===== src/rtl/encoder_speed_averager.sv =====
// Purpose: rebuild encoder periods from high/low counts and keep a 2^AVG_LOG2-deep moving average plus a stall flag.
// Latency: an accepted sample in cycle E updates the averages at the end of E+1, and avg_strobe is high in E+2.
// Backpressure: none; one sample per count_ready fall is always absorbed, and a flush discards the pipeline.
module encoder_speed_averager #(
  parameter int AVG_LOG2     = 3,
  parameter int STALL_CYCLES = 50000000
) (
  input  logic                clk,
  input  logic                reset,
  input  logic [31:0]         count_high,
  input  logic [31:0]         count_low,
  input  logic                count_ready,
  input  logic                motor_is_running,
  output logic [31:0]         avg_period,
  output logic [31:0]         avg_high,
  output logic                avg_strobe,
  output logic                avg_valid,
  output logic                stalled,
  output logic [AVG_LOG2:0]   sample_count
);

  localparam int DEPTH = 1 << AVG_LOG2;
  localparam int SW    = 32 + AVG_LOG2;
  localparam int CW    = $clog2(STALL_CYCLES + 1);

  typedef enum logic [1:0] {
    ST_STALLED  = 2'd0,
    ST_FILLING  = 2'd1,
    ST_TRACKING = 2'd2
  } state_t;

  state_t              r_state;
  state_t              w_state_nxt;

  logic                r_rdy_q;
  logic                r_run_q;
  logic [31:0]         r_high_latch;
  logic [31:0]         r_per_s;
  logic [31:0]         r_high_s;
  logic                r_s1_vld;
  logic [31:0]         r_ring_per [DEPTH];
  logic [31:0]         r_ring_hi  [DEPTH];
  logic [SW-1:0]       r_sum_per;
  logic [SW-1:0]       r_sum_hi;
  logic [AVG_LOG2-1:0] r_wr_ptr;
  logic [AVG_LOG2:0]   r_sample_count;
  logic [31:0]         r_avg_per;
  logic [31:0]         r_avg_hi;
  logic                r_avg_strobe;
  logic [CW-1:0]       r_to_cnt;

  logic                w_rise;
  logic                w_accept;
  logic                w_idle;
  logic                w_counting;
  logic                w_timeout;
  logic                w_flush;
  logic [32:0]         w_per_sum33;
  logic [31:0]         w_per_sat;
  logic [SW-1:0]       w_sum_per_new;
  logic [SW-1:0]       w_sum_hi_new;
  logic [AVG_LOG2:0]   w_cnt_next;

  assign w_rise   = count_ready & ~r_rdy_q;
  assign w_accept = ~count_ready & r_rdy_q & motor_is_running;
  assign w_idle   = r_run_q & ~motor_is_running;

  // The first sample still sits in the pipeline while stalled=1, so count from s1_vld too;
  // this keeps the flush exactly STALL_CYCLES cycles after the last accept.
  assign w_counting = (r_state != ST_STALLED) | r_s1_vld;
  assign w_timeout  = w_counting & ~w_accept & (r_to_cnt == CW'(STALL_CYCLES - 1));
  assign w_flush    = w_idle | w_timeout;

  assign w_per_sum33 = {1'b0, r_high_latch} + {1'b0, count_low};
  assign w_per_sat   = w_per_sum33[32] ? 32'hFFFF_FFFF : w_per_sum33[31:0];

  assign w_sum_per_new = r_sum_per - {{AVG_LOG2{1'b0}}, r_ring_per[r_wr_ptr]} + {{AVG_LOG2{1'b0}}, r_per_s};
  assign w_sum_hi_new  = r_sum_hi  - {{AVG_LOG2{1'b0}}, r_ring_hi[r_wr_ptr]}  + {{AVG_LOG2{1'b0}}, r_high_s};
  assign w_cnt_next    = (r_sample_count == (AVG_LOG2+1)'(DEPTH)) ? r_sample_count : r_sample_count + 1'b1;

  // Edge detectors and the high-time latch taken on each rising count_ready.
  always_ff @(posedge clk or negedge reset) begin
    if (!reset) begin
      r_rdy_q      <= 1'b0;
      r_run_q      <= 1'b0;
      r_high_latch <= '0;
    end else begin
      r_rdy_q <= count_ready;
      r_run_q <= motor_is_running;
      if (w_rise) r_high_latch <= count_high;
    end
  end

  // Stage 1: form the saturated period from the latched high time and the final low time.
  always_ff @(posedge clk or negedge reset) begin
    if (!reset) begin
      r_per_s  <= '0;
      r_high_s <= '0;
      r_s1_vld <= 1'b0;
    end else begin
      r_s1_vld <= w_accept & ~w_flush;
      if (w_accept) begin
        r_per_s  <= w_per_sat;
        r_high_s <= r_high_latch;
      end
    end
  end

  // Stage 2: ring write, running sums and average outputs; a flush wipes everything.
  always_ff @(posedge clk or negedge reset) begin
    if (!reset) begin
      for (int i = 0; i < DEPTH; i++) begin
        r_ring_per[i] <= '0;
        r_ring_hi[i]  <= '0;
      end
      r_sum_per      <= '0;
      r_sum_hi       <= '0;
      r_wr_ptr       <= '0;
      r_sample_count <= '0;
      r_avg_per      <= '0;
      r_avg_hi       <= '0;
      r_avg_strobe   <= 1'b0;
    end else if (w_flush) begin
      for (int i = 0; i < DEPTH; i++) begin
        r_ring_per[i] <= '0;
        r_ring_hi[i]  <= '0;
      end
      r_sum_per      <= '0;
      r_sum_hi       <= '0;
      r_wr_ptr       <= '0;
      r_sample_count <= '0;
      r_avg_per      <= '0;
      r_avg_hi       <= '0;
      r_avg_strobe   <= 1'b0;
    end else begin
      r_avg_strobe <= r_s1_vld;
      if (r_s1_vld) begin
        r_ring_per[r_wr_ptr] <= r_per_s;
        r_ring_hi[r_wr_ptr]  <= r_high_s;
        r_sum_per            <= w_sum_per_new;
        r_sum_hi             <= w_sum_hi_new;
        r_wr_ptr             <= r_wr_ptr + 1'b1;
        r_sample_count       <= w_cnt_next;
        r_avg_per            <= w_sum_per_new[AVG_LOG2 +: 32];
        r_avg_hi             <= w_sum_hi_new[AVG_LOG2 +: 32];
      end
    end
  end

  // Stall timeout: cleared by every accepted sample, free-running while data is live.
  always_ff @(posedge clk or negedge reset) begin
    if (!reset) begin
      r_to_cnt <= '0;
    end else if (w_flush || w_accept) begin
      r_to_cnt <= '0;
    end else if (w_counting) begin
      r_to_cnt <= r_to_cnt + 1'b1;
    end
  end

  // FSM state register.
  always_ff @(posedge clk or negedge reset) begin
    if (!reset) r_state <= ST_STALLED;
    else        r_state <= w_state_nxt;
  end

  // FSM next state: flush dominates, otherwise each stage-2 write moves toward TRACKING.
  always_comb begin
    w_state_nxt = r_state;
    if (w_flush) begin
      w_state_nxt = ST_STALLED;
    end else if (r_s1_vld) begin
      if (w_cnt_next == (AVG_LOG2+1)'(DEPTH)) w_state_nxt = ST_TRACKING;
      else                                    w_state_nxt = ST_FILLING;
    end
  end

  assign avg_period   = r_avg_per;
  assign avg_high     = r_avg_hi;
  assign avg_strobe   = r_avg_strobe;
  assign avg_valid    = (r_state == ST_TRACKING);
  assign stalled      = (r_state == ST_STALLED);
  assign sample_count = r_sample_count;

endmodule


===== config.mk =====
export PLATFORM = sky130hd
export DESIGN_NAME = encoder_speed_averager
export DESIGN_NICKNAME = d
export VERILOG_FILES = /design/src/rtl/encoder_speed_averager.sv
export SDC_FILE = /design/constraint.sdc
export NUM_CORES = 2
export LEC_CHECK = 0
export ABC_CLOCK_PERIOD_IN_PS = 6070
export BUFFER_PORTS_ARGS = -buffer_cell sky130_fd_sc_hd__buf_2
export CAP_MARGIN = 20
export CORE_MARGIN = 2
export CORE_UTILIZATION = 40
export DETAILED_ROUTE_END_ITERATION = 10
export PLACE_DENSITY = 0.6
export SYNTH_ARGS = -nofsm -noshare
export SYNTH_HDL_FRONTEND = slang
export SYNTH_SLANG_ARGS = --single-unit

===== constraint.sdc =====
create_clock -name clk -period 6.07 [get_ports clk]
set_input_delay 1.214 -clock clk [delete_from_list [all_inputs] [get_ports clk]]
set_output_delay 1.214 -clock clk [all_outputs]
set_load 0.01 [all_outputs]

==> impl.org <==
** Clocking
- Clk slew on worst S/H paths :: around 60 ps
- Number of clock sinks :: 717
- Number of H-tree levels :: 3
- Counting the buffers created by CTS gives 82.
- TritonCTS built the clock tree.
- Hold Buf Count CTS :: 0
- Buffers from clock root to sink, at most :: 3
- Clock root cell :: clkbuf_16
- Number of setup buffers added after CTS :: 0
- Post-CTS resize count :: 0
- The later pin in the worst-skew pair is clocked with a latency of 670 ps.

** Critical path
- CP endpoint kind :: flop
- Data required time at the worst endpoint :: 6560 ps
- The worst setup path is launched from a flop.
- The startpoint identified for the worst register-to-register timing path is r_wr_ptr[0]$_DFFE_PN0P_.
- Of all nets on the critical path, the largest fanout is 14.
- The worst setup path is of the flop to flop kind.
- Slowest-stage cell, CP :: dfrtp_1
- Critical path's largest stage delay :: 560 ps
- Worst setup path startpoint :: r_wr_ptr[0]$_DFFE_PN0P_
- The critical path goes through nand2_1, nor2_4, buf_4, a22oi_1, nand4_1, fa_1, inv_1, ha_1, nand3_1, o22ai_1, o41ai_2, a21oi_1, a31oi_1, o21ai_1, and2_1, a221oi_1, or4_1, o311ai_1.
- FF-to-FF setup slack :: 690 ps
- Critical path's top delay family :: compound AO/OA/AOI/OAI gates
- The number of buffers and inverters on the critical path is 2.
- Data arrives at the worst endpoint at 5870 ps.

** Finish
- In the final design database the tool counted between 4k and 5k nets.
- Fill cells in the final layout number 9,229.
- Cells with a size suffix above 1 make up 9.19% of the layout.
- Layout area overhead :: 11.0%

** Timing
- Final Max Slew Viols :: 0
- Fin Setup TNS :: 0 ps
- Number of failing hold endpoints at the final stage :: 0
- For the final database, setup skew stands at 35.9 ps.
- Measured against its own limit, the worst slew margin works out to 17.3%.
- Fin crit share :: 88.6%
- Worst Tran Pin Value :: 1240 ps
- On the final layout, the worst hold slack is 522 ps.
- Final period demand of the worst path :: ~5400 ps
- Setup slack of the critical path after layout :: approximately 700 ps
- Setup repair after global routing left no endpoint under its margin.
- Final setup vio count :: 0
- Max Clk Rate :: 0.186 GHz

** Floorplanning
- Die Ht :: 314 um
- The floorplan step set the die width to 314 um.
- After floorplanning, the core was sized to cover 0.0952 mm^2.
- Initial cell density of the core :: 40.4%
- For this design the top-level I/O count stands at approximately 140.
- After floorplanning, the core was divided into between 100 and 150 placement rows.
- The die covers approximately 0.099 mm^2.

** Drt
- In this run the remaining antenna-violating nets after routing total 0.
- For this block, the routed nets add up to 133,000 um of wire.
- Vias per std cell :: 5.78
- DRC marker count from the first detailed-route iteration :: 3,991
- Number of detailed-route iterations in the first pass :: 5
- Remaining design rule violation count :: 0
- In the final routed layout, each cell accounts on average for approximately 23 um.
- Across all layers, the routed design uses approximately 33k vias.

** Yosys
- Top area cells in the synthesized netlist :: dfrtp_1, nand2_1, a21oi_1
- Yosys printed 0 warnings.
- Netlist Area Pre-Place :: 0.0385 mm^2
- Post-synth net total :: 4,688
- Prevailing post-synth register cell :: dfrtp_1
- Average cell area after synthesis :: 8.65 um^2
- Counting flops with a built-in enable in the synthesized netlist gives 0.
- dfrtp_1 takes more of the synthesized area than any other cell.
- Counting every instance in the synthesized netlist gives 4,449.
- Sequential element share of the synthesized area :: 46.6%
- After synthesis, the largest area contributor takes up between 40% and 50% of total cell area.
- After synthesis, the netlist uses 74 different library cells.
- Of all flip-flops after synthesis, the portion carrying an async set or reset was 100%.
- Seq cells post-synth :: between 700 and 800

** Place
- Port buffering added 138 buffers.
- Post-placement setup slack :: 795 ps
- Dpl hpwl :: 81,500 um
- Final GP Congestion :: 0.900

** Power and ir drop
- Total power divided by cell area :: 440 mW/mm^2
- The worst-case IR drop observed on VDD is 0.257 mV.
- In this run the static leakage power is roughly 19 nW.

** Min path
- Hold path start :: r_ring_hi[38]$_DFFE_PN0P_
- Class of the tightest hold or removal check :: flop to flop

** Run status
- The run finished with clean final reports.

** Flow run
- Across the run, the number of max-cap violations was 0.

** GRT
- Number of global-route vias before repair :: 31.1k
- Number of antenna violations at the first check in global routing :: 7
- Maximum number of pins on one net before global-route repair :: 158
- Remaining global-route overflow :: 0
- The first global-routing pass estimated 201,000 um of wire.
- Global routing used about a quarter of the available tracks.
-- cell usage in the layout, fill, tap and decap left out, types with 20 or more instances in the layout --
master / synthesis / layout
o21ai_1: 54 / 54
xnor2_1: 70 / 70
buf_12: 0 / 21
nand4_1: 79 / 79
buf_4: 64 / 36
o21ai_0: 64 / 64
o21a_1: 20 / 20
nor3_1: 26 / 24
fa_1: 65 / 65
mux2_2: 32 / 32
xor2_1: 36 / 36
mux2i_1: 46 / 46
dfrtp_1: 717 / 716
nor2_1: 152 / 151
inv_1: 287 / 286
buf_2: 1 / 137
clkbuf_16: 0 / 83
a21oi_1: 601 / 601
clkbuf_8: 0 / 24
nand2_1: 1142 / 1134
a22oi_1: 264 / 264
a21o_1: 73 / 73
nand3_1: 24 / 24
ha_1: 106 / 106
-- per-stage QoR --
step / cell area (um^2) / utilization [%] / power (mW) / std cells
global placement: 39800 / 41.8 / 13.5 / 5508
CTS: 42700 / 44.8 / 18.8 / 5658
detailed placement: 39800 / 41.9 / 13.5 / 5509
global route: 42700 / 44.9 / 19.9 / 5660
finish: 42700 / 44.9 / 18.8 / 5661
floorplan: 38500 / - / 11.3 / 4449
-- worst paths after layout --
path,cells after the start,endpoint
max reg2reg,18,r_sum_per[31]$_DFFE_PN0P_
min in group asynchronous,1,sample_count[3]$_DFFE_PN0P_
min,2,r_ring_hi[38]$_DFFE_PN0P_
max,18,r_sum_per[31]$_DFFE_PN0P_
min reg2reg,2,r_ring_hi[38]$_DFFE_PN0P_
max in group asynchronous,2,r_ring_hi[50]$_DFFE_PN0P_
-- Yosys cell counts, drive strengths merged, types with 24 or more instances --
master and count:
a21o 73, a21oi 602, a22oi 264, buf 91, clkbuf 309, dfrtp 717
fa 65, ha 106, inv 287, mux2 32, mux2i 46, nand2 1142
nand3 24, nand4 79, nor2 153, nor3 26, o21ai 119, xnor2 70
xor2 36
-- per-layer routing --
layer,wire [um],vias to the layer above,global-route usage [%]
li1,-,14700,-
met4,3580,2,7.62
met1,58400,16200,39.1
met2,59300,1544,40.5
met5,13,-,0
met3,11500,214,4.52
-- worst reg2reg max path, delay by kind of cell (launching register included) --
family / cells / cell delay, ps
buffers and inverters: 2 / 400
adders and majority gates: 2 / 730
and+or+nand+nor: 6 / 1570
DFF: 1 / 560
AOI/OAI and AO/OA: 8 / 1990
-- logic make-up after synthesis --
logic type	Yosys count	synth area share [%]
DFF	717	46.6
muxes	78	2.13
buffers and inverters	687	7.37
and+or+nand+nor	1502	16.0
AOI/OAI and AO/OA	1188	18.7
xor gates and xnor gates	106	2.41
adders and majority gates	171	6.83
-- power by group --
part           internal [mW]  leakage [nW]  switching (mW)
clock network           3.11          1.40            2.13
logic                   3.00          7.96            4.70
registers               5.21          9.72           0.651
total                   11.3          19.1            7.48
-- sequential cells by signal, summed over array words and instances (netlist names) --
register	flops
r_rdy_q	1
r_wr_ptr	3
sample_count	4
r_per_s	32
r_run_q	1
r_high_s	32
r_ring_per	256
r_high_latch	32
r_sum_per	35
avg_strobe	1
r_sum_hi	35
r_to_cnt	26
r_s1_vld	1
r_ring_hi	256
r_state	2
-- cell type report --
cell class	instances	area, um^2	area share (%)
antenna	1	2.50	0.00586
clock buffer	119	2450	5.74
clock inverter	30	374	0.876
inverter	287	1080	2.52
multi-input combinational	3045	17800	41.8
sequential	717	17900	42.0
tap	1265	1580	3.71
timing repair buffer	197	1450	3.39
Power figures use the tool's default switching activity.
